<file path="src/rtl/sys_ctrl.sv">
// Command sequencer: decodes framed RX bytes into register file writes/reads and
// ALU operations, and returns read data or ALU results as bytes to the TX FIFO.
module sys_ctrl #(
    parameter int DATA_WIDTH    = 8,
    parameter int ADDR_WIDTH    = 4,
    parameter int FUN_WIDTH     = 4,
    parameter int ALU_OUT_WIDTH = 16,
    parameter int WAIT_TIMEOUT  = 15
) (
    input  logic                     CLK,
    input  logic                     RST,
    input  logic [DATA_WIDTH-1:0]    RX_P_DATA,
    input  logic                     RX_D_VLD,
    input  logic [DATA_WIDTH-1:0]    RdData,
    input  logic                     RdData_Valid,
    input  logic [ALU_OUT_WIDTH-1:0] ALU_OUT,
    input  logic                     ALU_OUT_VALID,
    input  logic                     FIFO_FULL,
    output logic                     WrEn,
    output logic                     RdEn,
    output logic [ADDR_WIDTH-1:0]    Address,
    output logic [DATA_WIDTH-1:0]    WrData,
    output logic                     ALU_EN,
    output logic [FUN_WIDTH-1:0]     ALU_FUN,
    output logic                     CLK_GATE_EN,
    output logic [DATA_WIDTH-1:0]    TX_P_DATA,
    output logic                     TX_D_VLD
);

    localparam int CNT_W = $clog2(WAIT_TIMEOUT + 1);

    localparam logic [3:0] S_IDLE     = 4'd0;
    localparam logic [3:0] S_WR_ADDR  = 4'd1;
    localparam logic [3:0] S_WR_DATA  = 4'd2;
    localparam logic [3:0] S_RD_ADDR  = 4'd3;
    localparam logic [3:0] S_RD_WAIT  = 4'd4;
    localparam logic [3:0] S_OPA      = 4'd5;
    localparam logic [3:0] S_OPB      = 4'd6;
    localparam logic [3:0] S_FUN      = 4'd7;
    localparam logic [3:0] S_ALU_WAIT = 4'd8;
    localparam logic [3:0] S_TX_SEND0 = 4'd9;
    localparam logic [3:0] S_TX_SEND1 = 4'd10;

    localparam logic [DATA_WIDTH-1:0] OP_WR      = DATA_WIDTH'(8'hAA);
    localparam logic [DATA_WIDTH-1:0] OP_RD      = DATA_WIDTH'(8'hBB);
    localparam logic [DATA_WIDTH-1:0] OP_ALU_OP  = DATA_WIDTH'(8'hCC);
    localparam logic [DATA_WIDTH-1:0] OP_ALU_NOP = DATA_WIDTH'(8'hDD);

    logic [3:0]               state_q, state_d;
    logic [CNT_W-1:0]         cnt_q, cnt_d;
    logic [ALU_OUT_WIDTH-1:0] buf_q, buf_d;
    logic                     two_q, two_d;
    logic                     wr_en_q, wr_en_d;
    logic                     rd_en_q, rd_en_d;
    logic [ADDR_WIDTH-1:0]    address_q, address_d;
    logic [DATA_WIDTH-1:0]    wr_data_q, wr_data_d;
    logic                     alu_en_q, alu_en_d;
    logic [FUN_WIDTH-1:0]     alu_fun_q, alu_fun_d;
    logic                     clk_gate_en_q, clk_gate_en_d;
    logic [DATA_WIDTH-1:0]    tx_data_q, tx_data_d;
    logic                     tx_vld_q, tx_vld_d;
    logic                     wait_done_s;

    // Last waiting cycle: a valid here still wins over the abort.
    assign wait_done_s = (cnt_q == CNT_W'(WAIT_TIMEOUT - 1));

    // Next-state and next-output decode for the command sequencer.
    always_comb begin
        state_d       = state_q;
        cnt_d         = {CNT_W{1'b0}};
        buf_d         = buf_q;
        two_d         = two_q;
        wr_en_d       = 1'b0;
        rd_en_d       = 1'b0;
        address_d     = address_q;
        wr_data_d     = wr_data_q;
        alu_en_d      = 1'b0;
        alu_fun_d     = alu_fun_q;
        clk_gate_en_d = 1'b0;
        tx_data_d     = tx_data_q;
        tx_vld_d      = 1'b0;
        case (state_q)
            S_IDLE: begin
                if (RX_D_VLD) begin
                    case (RX_P_DATA)
                        OP_WR:      state_d = S_WR_ADDR;
                        OP_RD:      state_d = S_RD_ADDR;
                        OP_ALU_OP:  state_d = S_OPA;
                        OP_ALU_NOP: state_d = S_FUN;
                        default:    state_d = S_IDLE;
                    endcase
                end else begin
                    state_d = S_IDLE;
                end
            end
            S_WR_ADDR: begin
                if (RX_D_VLD) begin
                    address_d = RX_P_DATA[ADDR_WIDTH-1:0];
                    state_d   = S_WR_DATA;
                end else begin
                    state_d = S_WR_ADDR;
                end
            end
            S_WR_DATA: begin
                if (RX_D_VLD) begin
                    wr_en_d   = 1'b1;
                    wr_data_d = RX_P_DATA;
                    state_d   = S_IDLE;
                end else begin
                    state_d = S_WR_DATA;
                end
            end
            S_RD_ADDR: begin
                if (RX_D_VLD) begin
                    address_d = RX_P_DATA[ADDR_WIDTH-1:0];
                    rd_en_d   = 1'b1;
                    state_d   = S_RD_WAIT;
                end else begin
                    state_d = S_RD_ADDR;
                end
            end
            S_RD_WAIT: begin
                if (RdData_Valid) begin
                    buf_d   = {{(ALU_OUT_WIDTH-DATA_WIDTH){1'b0}}, RdData};
                    two_d   = 1'b0;
                    state_d = S_TX_SEND0;
                end else if (wait_done_s) begin
                    state_d = S_IDLE;
                end else begin
                    cnt_d = cnt_q + CNT_W'(1);
                end
            end
            S_OPA, S_OPB: begin
                if (RX_D_VLD) begin
                    wr_en_d   = 1'b1;
                    address_d = (state_q == S_OPA) ? ADDR_WIDTH'(0) : ADDR_WIDTH'(1);
                    wr_data_d = RX_P_DATA;
                    state_d   = (state_q == S_OPA) ? S_OPB : S_FUN;
                end else begin
                    state_d = state_q;
                end
            end
            S_FUN: begin
                if (RX_D_VLD) begin
                    alu_fun_d     = RX_P_DATA[FUN_WIDTH-1:0];
                    alu_en_d      = 1'b1;
                    clk_gate_en_d = 1'b1;
                    state_d       = S_ALU_WAIT;
                end else begin
                    state_d = S_FUN;
                end
            end
            S_ALU_WAIT: begin
                if (ALU_OUT_VALID) begin
                    buf_d   = ALU_OUT;
                    two_d   = 1'b1;
                    state_d = S_TX_SEND0;
                end else if (wait_done_s) begin
                    state_d = S_IDLE;
                end else begin
                    cnt_d         = cnt_q + CNT_W'(1);
                    clk_gate_en_d = 1'b1;
                end
            end
            S_TX_SEND0: begin
                if (!FIFO_FULL) begin
                    tx_vld_d  = 1'b1;
                    tx_data_d = buf_q[DATA_WIDTH-1:0];
                    state_d   = two_q ? S_TX_SEND1 : S_IDLE;
                end else begin
                    state_d = S_TX_SEND0;
                end
            end
            S_TX_SEND1: begin
                if (!FIFO_FULL) begin
                    tx_vld_d  = 1'b1;
                    tx_data_d = buf_q[ALU_OUT_WIDTH-1:DATA_WIDTH];
                    state_d   = S_IDLE;
                end else begin
                    state_d = S_TX_SEND1;
                end
            end
            default: state_d = S_IDLE;
        endcase
    end

    // State and registered outputs.
    always_ff @(posedge CLK or negedge RST) begin
        if (!RST) begin
            state_q       <= S_IDLE;
            cnt_q         <= {CNT_W{1'b0}};
            buf_q         <= {ALU_OUT_WIDTH{1'b0}};
            two_q         <= 1'b0;
            wr_en_q       <= 1'b0;
            rd_en_q       <= 1'b0;
            address_q     <= {ADDR_WIDTH{1'b0}};
            wr_data_q     <= {DATA_WIDTH{1'b0}};
            alu_en_q      <= 1'b0;
            alu_fun_q     <= {FUN_WIDTH{1'b0}};
            clk_gate_en_q <= 1'b0;
            tx_data_q     <= {DATA_WIDTH{1'b0}};
            tx_vld_q      <= 1'b0;
        end else begin
            state_q       <= state_d;
            cnt_q         <= cnt_d;
            buf_q         <= buf_d;
            two_q         <= two_d;
            wr_en_q       <= wr_en_d;
            rd_en_q       <= rd_en_d;
            address_q     <= address_d;
            wr_data_q     <= wr_data_d;
            alu_en_q      <= alu_en_d;
            alu_fun_q     <= alu_fun_d;
            clk_gate_en_q <= clk_gate_en_d;
            tx_data_q     <= tx_data_d;
            tx_vld_q      <= tx_vld_d;
        end
    end

    assign WrEn        = wr_en_q;
    assign RdEn        = rd_en_q;
    assign Address     = address_q;
    assign WrData      = wr_data_q;
    assign ALU_EN      = alu_en_q;
    assign ALU_FUN     = alu_fun_q;
    assign CLK_GATE_EN = clk_gate_en_q;
    assign TX_P_DATA   = tx_data_q;
    assign TX_D_VLD    = tx_vld_q;

endmodule

</file>
<file path="config.mk">
export PLATFORM = sky130hd
export DESIGN_NAME = sys_ctrl
export DESIGN_NICKNAME = d
export VERILOG_FILES = /design/src/rtl/sys_ctrl.sv
export SDC_FILE = /design/constraint.sdc
export NUM_CORES = 1
export LEC_CHECK = 0
export ABC_AREA = 1
export BUFFER_PORTS_ARGS = -buffer_cell sky130_fd_sc_hd__buf_2
export CAP_MARGIN = 5
export CORE_MARGIN = 2
export CORE_UTILIZATION = 45
export CTS_CLUSTER_SIZE = 14
export DETAILED_ROUTE_END_ITERATION = 6
export GPL_TIMING_DRIVEN = 0
export HOLD_SLACK_MARGIN = 0.06
export PLACE_DENSITY_LB_ADDON = 0.05
export SLEW_MARGIN = 10
export SYNTH_ARGS = -nofsm -noshare
export SYNTH_HDL_FRONTEND = slang
export SYNTH_SLANG_ARGS = --single-unit
</file>
<file path="constraint.sdc">
create_clock -name CLK -period 1.8 [get_ports CLK]
set_input_delay 0.36 -clock CLK [delete_from_list [all_inputs] [get_ports CLK]]
set_output_delay 0.36 -clock CLK [all_outputs]
set_load 0.01 [all_outputs]
</file>
==> reports/qor.yml <==
run_status: "completed"
detail-route-antenna-nets: 0
areaGrowthSynthToFinish_pct: 21.1
core_sq_um: 5440
yosys_warnings: 0
critPathCaptureType: "flop"
drt_first_iter_violations: 164
required_ps: 2000
start_util_pct: 46.1
finalSetupViolCount: 0
syn_inst: 303
cts_tree: "built"
critPathLaunchType: "flop"
r2r_slack_ps: 220
antenna_found_initial: 0
place.port_buffers: 65
tns_ps: 0
die_area_sq_um: 6180
cts_sinks: 54
cts.path.max_buffers: 2
drc_errors: 0
regArea_sq_um: 1350
multi_input_area_sq_um: 1010
chipWidth_um: 78.6
cts_setup_buffers: 0
cts_root_buf: "clkbuf_8"
r2r_end: "buf_q[13]"
cts_resized: 0
netlist.area_leader.share_pct: 53.9
place.gp.congestion: 0.874
die_h_um: 78.6
numCtsBuffers: 5
layout_common_cells: "nand2_1, buf_2, dfrtp_1, nor2_1"
period_minus_slack_ps: 1580
max_slew_margin_pct: 54.6
r2r_start: "state_q[0]"
hold_viol_final: 0
htreeDepth: 2
criticalPathCategory: "flop to flop"
wl_per_cell_um: 12.4
finalWirelength_um: 5570
synth_area_leaders: "dfrtp_1, nand2_1, nor2_1"
io-pin-count: 67
ys_seq_area_share_pct: 53.9
min_path_type: "input port to asynchronous set/reset pin"
core.rowCount: 27
layout.nets: 415
fin_hold_ws_ps: 92.3
clk_latency_ps: 310
max_cap_violations: 0
fin_crit_sh_pct: 87.7
dr.pass1.iters: 4
grt_setup_unrepaired: "no"
num_vias: 2169
syn_area_per_cell_sq_um: 8.27
reg2reg_depth: 9
yosys.area.top_type: "dfrtp_1"
max_freq_mhz: 634
drv_slew: 0
dp_hpwl_um: 4100
final.fill_count: 561
synth_nets: 343
grt_max_degree: 55
powerDensity_nw_per_um2: 1460
synth_cell_types: 30
layout_commonest_cell: "nand2_1"
ys_ff_latch: 54
irDropWorstVdd_mv: 0.581
vias_per_cell: 4.84
track_usage_pct: 19.3
worst_pin_slew_ps: 681
antenna-diode-count: 0
synth_area_sq_um: 2510
clkTransAtPathRegs_ps: 100
grt_pass1_vias: 1970
finClkSkew_ps: 9.58
p_leak_nw: 1.63
arrival_ps: 1770
grt.overflow.total: 0
drive_gt1_share_pct: 23.9
grt_pass1_wl_um: 9440
cts_hold_buffers: 0
path_max_fanout: 10
[layer usage]
layer / part of all wire [%] / wire [um] / track usage, %
met1: 52 / 2880 / 30.2
met2: 44 / 2440 / 27.9
met3: 3.8 / 213 / 3.56
met4: 0.66 / 37 / 4.21
met5: 0 / 0 / 0
[power by group]
group	internal [mW]	total, mW	switching [mW]
clock network	0.415	0.813	0.398
registers	1.67	1.95	0.281
logic	0.624	1.68	1.06
total	2.71	4.44	1.74
[metrics by stage]
step           cells  setup WS, ps  util [%]  area [sq um]  total power, mW
6_report         448           222      55.8          3030             4.44
5_1_grt          448          90.4      55.8          3030             4.84
4_1_cts          448           221      55.7          3030             4.48
3_5_place_dp     440           244      53.7          2920             3.67
3_3_place_gp     440           263      53.7          2920             3.63
2_1_floorplan    303           464         -          2510             3.08
[registers in the layout, indices dropped and copies added, names as in the netlist]
signal	cells
buf_q	16
TX_P_DATA	8
WrData	8
ALU_FUN	4
Address	4
cnt_q	4
state_q	4
ALU_EN	1
CLK_GATE_EN	1
RdEn	1
TX_D_VLD	1
WrEn	1
two_q	1
[worst max-delay path: stages (launching register included)]
cell and delay [ps]:
dfrtp_1 480, inv_2 110, nand2_1 130, nor2_8 190, nand2_4 70, nand2_4 110
inv_2 50, buf_2 190, nand2_1 80, nand2_1 50
[worst max path at each step]
| stage | start | endpoint | slack (ps) |
|---|---|---|---|
| 6_report | state_q[0] | buf_q[13] | 220 |
| 5_1_grt | state_q[3] | WrData[5] | 90 |
| 4_1_cts | state_q[0] | buf_q[13] | 220 |
| 3_3_place_gp | state_q[0] | buf_q[9] | 260 |
| 3_5_place_dp | state_q[0] | buf_q[11] | 240 |
| 2_1_floorplan | state_q[2] | buf_q[10] | 460 |
[area by class of cell]
| class | instances | area share, % |
|---|---|---|
| inverters | 27 | 3.34 |
| repair buffers | 65 | 10.8 |
| plain buffers | 7 | 1.32 |
| well taps | 72 | 2.97 |
| flip-flops and latches | 54 | 44.5 |
| clock inverters | 2 | 1.24 |
| multi-input cells | 215 | 33.4 |
| clock buffers | 6 | 2.39 |
[logic make-up (layout without fill, tap and decap cells)]
group,count (synthesis),in the layout,share of synthesized area (%)
AO/OA/AOI/OAI,43,43,9.34
XOR/XNOR,2,2,0.699
adder cells (fa/ha/maj),2,2,0.998
buffers and inverters,34,107,5.64
flip-flops,54,54,53.9
AND/OR/NAND/NOR,168,168,29.4
[cell usage after synthesis]
library cell and n:
inv_2 3, a21boi_0 1, o21ai_0 10, nand3_1 24
a21oi_2 1, nand3_2 1, nor2_2 1, nand2_1 91
buf_2 2, nand4_1 2, inv_1 24, a21oi_1 18
buf_6 1, a31oi_1 8, o21a_1 1, nand3b_1 1
nor3_1 2, nor2_8 1, nor2_4 1, nand2_2 3
dfrtp_1 54, nand2_4 3, nor2_1 37, xnor2_1 1
clkbuf_1 3, xor2_1 1, ha_1 2, o21ai_1 4
buf_4 1, and3_1 1
Note: power is estimated with default switching activity, not from simulation.
